===== src/rtl/imem_fetch_sequencer.sv =====
`default_nettype none
// ============================================================================
// Module  : imem_fetch_sequencer
// Brief   : Shares the single instruction-memory port between the program
//           loader and core fetch, and sequences the PC.
// Revision: 1.0
// ============================================================================
module imem_fetch_sequencer #(
    parameter int DEPTH  = 32,
    parameter int ADDR_W = 5
) (
    input  logic              clk,
    input  logic              rst_n,
    input  logic              load_valid,
    input  logic [31:0]       load_data,
    input  logic              load_last,
    output logic              load_ready,
    input  logic              start,
    input  logic              halt_req,
    input  logic              stall,
    input  logic              branch_taken,
    input  logic [31:0]       branch_target,
    output logic [ADDR_W-1:0] mem_addr,
    output logic              mem_we,
    output logic [31:0]       mem_wdata,
    input  logic [31:0]       mem_rdata,
    output logic [31:0]       instr,
    output logic              instr_valid,
    output logic [31:0]       pc,
    output logic [ADDR_W:0]   prog_len,
    output logic [1:0]        state,
    output logic              fault
);

    typedef enum logic [1:0] {
        S_IDLE = 2'b00,
        S_LOAD = 2'b01,
        S_RUN  = 2'b10,
        S_HALT = 2'b11
    } state_t;

    localparam logic [ADDR_W-1:0] LAST_ADDR = ADDR_W'(DEPTH - 1);
    localparam logic [ADDR_W-1:0] ADDR_ONE  = ADDR_W'(1);

    state_t            state_q, state_d;
    logic [31:0]       pc_q, pc_d;
    logic [ADDR_W-1:0] load_ptr_q, load_ptr_d;
    logic [ADDR_W:0]   prog_len_q, prog_len_d;
    logic              fault_q, fault_d;

    logic              accept;
    logic [31:0]       prog_len_ext;

    // Loader is locked out while the core owns the port; reset also gates it.
    assign load_ready   = rst_n && (state_q != S_RUN);
    assign accept       = load_valid && load_ready;
    assign mem_we       = accept;
    assign mem_wdata    = load_data;
    assign instr        = mem_rdata;
    assign instr_valid  = rst_n && (state_q == S_RUN) && !stall && !halt_req;
    assign pc           = pc_q;
    assign prog_len     = prog_len_q;
    assign state        = state_q;
    assign fault        = fault_q;
    assign prog_len_ext = 32'(prog_len_q);

    // load_ptr is returned to 0 on load completion, so an IDLE/HALT accept
    // naturally writes address 0.
    always_comb begin
        mem_addr = pc_q[ADDR_W-1:0];
        if (state_q == S_LOAD || accept) begin
            mem_addr = load_ptr_q;
        end
    end

    always_comb begin
        state_d    = state_q;
        pc_d       = pc_q;
        load_ptr_d = load_ptr_q;
        prog_len_d = prog_len_q;
        fault_d    = fault_q;

        case (state_q)
            S_IDLE, S_HALT: begin
                if (accept) begin
                    fault_d = 1'b0;
                    if (load_last || LAST_ADDR == '0) begin
                        prog_len_d = (ADDR_W+1)'(1);
                        load_ptr_d = '0;
                        state_d    = S_IDLE;
                    end else begin
                        prog_len_d = '0;
                        load_ptr_d = ADDR_ONE;
                        state_d    = S_LOAD;
                    end
                end else if (start && prog_len_q != '0) begin
                    pc_d    = '0;
                    fault_d = 1'b0;
                    state_d = S_RUN;
                end
            end

            S_LOAD: begin
                if (accept) begin
                    if (load_last || load_ptr_q == LAST_ADDR) begin
                        prog_len_d = {1'b0, load_ptr_q} + (ADDR_W+1)'(1);
                        load_ptr_d = '0;
                        state_d    = S_IDLE;
                    end else begin
                        load_ptr_d = load_ptr_q + ADDR_ONE;
                    end
                end
            end

            S_RUN: begin
                if (halt_req) begin
                    state_d = S_HALT;
                end else if (stall) begin
                    pc_d = pc_q;
                end else if (branch_taken) begin
                    if (branch_target < prog_len_ext) begin
                        pc_d = branch_target;
                    end else begin
                        fault_d = 1'b1;
                        state_d = S_HALT;
                    end
                end else if (pc_q == prog_len_ext - 32'd1) begin
                    state_d = S_HALT;
                end else begin
                    pc_d = pc_q + 32'd1;
                end
            end

            default: state_d = S_IDLE;
        endcase
    end

    always_ff @(posedge clk or negedge rst_n) begin
        if (!rst_n) begin
            state_q    <= S_IDLE;
            pc_q       <= '0;
            load_ptr_q <= '0;
            prog_len_q <= '0;
            fault_q    <= 1'b0;
        end else begin
            state_q    <= state_d;
            pc_q       <= pc_d;
            load_ptr_q <= load_ptr_d;
            prog_len_q <= prog_len_d;
            fault_q    <= fault_d;
        end
    end

endmodule
`default_nettype wire


===== config.mk =====
export PLATFORM = sky130hd
export DESIGN_NAME = imem_fetch_sequencer
export DESIGN_NICKNAME = d
export VERILOG_FILES = /design/src/rtl/imem_fetch_sequencer.sv
export SDC_FILE = /design/constraint.sdc
export NUM_CORES = 1
export LEC_CHECK = 0
export CORE_ASPECT_RATIO = 0.6
export CORE_MARGIN = 2
export CORE_UTILIZATION = 40
export DETAILED_ROUTE_END_ITERATION = 16
export PLACE_DENSITY = 0.82
export SLEW_MARGIN = 20
export SYNTH_ARGS = -nofsm -noshare
export SYNTH_HDL_FRONTEND = slang
export SYNTH_SLANG_ARGS = --single-unit

===== constraint.sdc =====
create_clock -name clk -period 3.3 [get_ports clk]
set_input_delay 0.66 -clock clk [delete_from_list [all_inputs] [get_ports clk]]
set_output_delay 0.66 -clock clk [all_outputs]
set_load 0.005 [all_outputs]

==> run summary <==
Starting Density - 40.6%
H-tree depth - 2
P_leak - 1.80 nW
wl on met1 - 5600 um
share of cells above drive strength 1 - 8.67%
Clock Path Buffers - 2
met2 WL - 5150 um
CP Cell Sequence - clkdlybuf4s50_1 > ha_1 > a2111o_1 > a311oi_1 > a21oi_1 > nor2_1 > buf_4 > o22ai_1 > o2bb2ai_1
global-route wire length before repair - 19500 um
Hold-fix buffers, CTS - 0
Slowest-stage cell, CP - a311oi_1
commonest non-fill, non-tap cell in the layout - clkdlybuf4s50_1
vias in the first global route - 3679
Fin Clk Skew - 0.00751 ns
drt total wl - 12500 um
IO Count - 217
RSZ-0062 raised after global routing - false
fmax - 321 MHz
port bufs - 88
Final setup viols - 0
GRT overflow - 0
Vias - 3953
Yosys warnings - 0
Top FF cell, synth - dfrtp_1
Power per Cell Area - 736 nW/um^2
chip width - 132 um
Max-Cap Viols - 0
r2r setup slk - 0.18 ns
Layout Nets - 634
Synth area leader - dfrtp_1
Synth Register Bits - 46
most frequent cells in the layout - clkdlybuf4s50_1, dfrtp_1, nand2_1
Tmin final - 3.12 ns
critical-path maximum fanout - 13
total track usage - 23.0%
Placed Cells - 647
initial antenna violation count - 0
synthesized area per cell - 8.00 um^2
post-synth top area share - 29.1%
Worst path max stage delay - 0.50 ns
Worst-Skew Late Latency - 0.29 ns
Yosys cell types - 58
Multi-input gate area - 2160 um^2
mapped cell area - 3950 um^2
Least-Margin Pin Slew - 0.912 ns
post-route DRC violation count - 0
layout filler cell count - 941
asr flop ratio synth - 100%
Arr. time, crit path - 3.27 ns
Mapped Cells - 494
Diodes inserted - 0
type of the most critical hold path - in2async
wire per inst - 19.2 um
Die Y - 81.0 um
die area - 10700 um^2
top sig layer - met4
non-filler cells, final - 654
DP HPWL - 9610 um
Final Slew Violations - 0
Syn Nets - 609
largest net degree at the start of global routing - 35
Worst EP required - 3.45 ns
Final ANT Viol Nets - 0
Hold Fails Final Rpt - 0
Peak VDD IR - 329 uV
Worst-path clk slew - 0.07 ns
Post-synth EDFFs - 0
top cells by area, synth - dfrtp_1, buf_4, a21oi_1
total power - 3.46 mW
First-pass DRT Iterations - 5
WL met3 - 1680 um
P&R area growth vs syn - 18.9%
Storage cell area - 1150 um^2
CTS buffer count - 5
Root Driver - clkbuf_16
Core ar. - 9740 um^2
Rows - 28
status - finished, final reports clean
setup bufs post-CTS - 0
fin crit share - 94.5%
crit path kind - in2reg
DRT iter0 DRCs - 470
clock tree from TritonCTS - yes
CTS sink cnt - 46
normalized max-slew margin - 39.2%
post-synthesis sequential area ratio - 29.1%
crit start category - input port
vias per inst - 6.04
Worst setup EP type - flop
GP Congestion - 0.925
Post-Route Setup TNS - 0 ns
post-CTS sizing - 0
[through the flow]
step	cell area (um^2)	hold slack, ns	setup slack, ns	utilization [%]
final	4700	0.407	0.181	48.3
after global routing	4700	0.412	0.0200	48.3
after CTS	4680	0.413	0.0369	48.0
after detailed placement	4540	0.538	-0.00239	46.7
after global placement	4540	0.528	0.0253	46.7
after floorplan	3950	0.364	0.687	-
[worst max-delay path, delay by kind of cell]
family	cells	cell delay, ns
buffers and inverters	2	0.72
AO/OA/AOI/OAI	5	1.25
adder cells (fa/ha/maj)	1	0.32
AND/OR/NAND/NOR	1	0.32
[per-layer routing]
metal / GRT usage (%) / vias up
met1: 32.0 / 1884
li1: - / 1799
met4: 4.41 / 0
met2: 32.9 / 254
met5: 0 / -
met3: 10.5 / 16
[final timing paths]
path                            end  cells after the start        startpoint
max                           pc[6]                      9  branch_target[1]
min                        state[0]                      2             rst_n
max reg2reg                state[0]                      7             pc[9]
min reg2reg                   fault                      2             fault
max in group asynchronous     pc[2]                      3             rst_n
min in group clk              fault                      2             fault
[area by class of cell]
type / instances / share of cell area (%)
clock inverters: 2 / 0.213
inverters: 21 / 1.68
clock buffers: 5 / 2.66
well taps: 135 / 3.59
multi-input cells: 339 / 46.0
repair buffers: 106 / 21.4
flip-flops and latches: 46 / 24.5
[report_power, final]
group	internal, mW	switching, mW	leakage [nW]
Clock	0.274	0.213	0.0694
Sequential	0.715	0.241	0.619
Combinational	0.936	1.08	1.11
Total	1.93	1.53	1.80
[synthesized netlist by cell type, types with 10 or more instances]
| library cell | n |
|---|---|
| o21ai_0 | 31 |
| dfrtp_1 | 46 |
| ha_1 | 11 |
| nand2_1 | 39 |
| nor4_1 | 17 |
| nand4_1 | 10 |
| nand3_1 | 15 |
| inv_1 | 21 |
| buf_4 | 67 |
| and3_1 | 12 |
| nor3_1 | 24 |
| a21oi_1 | 33 |
| clkbuf_1 | 15 |
| nor2_1 | 28 |
| o2bb2ai_1 | 17 |
| nand2b_1 | 10 |
[sequential cells by signal, indices dropped and copies added, names as in the netlist]
name        cells
prog_len        6
fault           1
state           2
load_ptr_q      5
pc             32
[cell families after synthesis]
| logic type | count (synthesis) | share of synthesized area, % |
|---|---|---|
| DFF | 46 | 29.1 |
| muxes | 10 | 2.75 |
| xor gates and xnor gates | 6 | 1.33 |
| AOI/OAI and AO/OA | 131 | 22.1 |
| and+or+nand+nor | 181 | 24.4 |
| buffers and inverters | 109 | 16.8 |
| adders and majority gates | 11 | 3.48 |
Note: power is estimated with default switching activity, not from simulation.
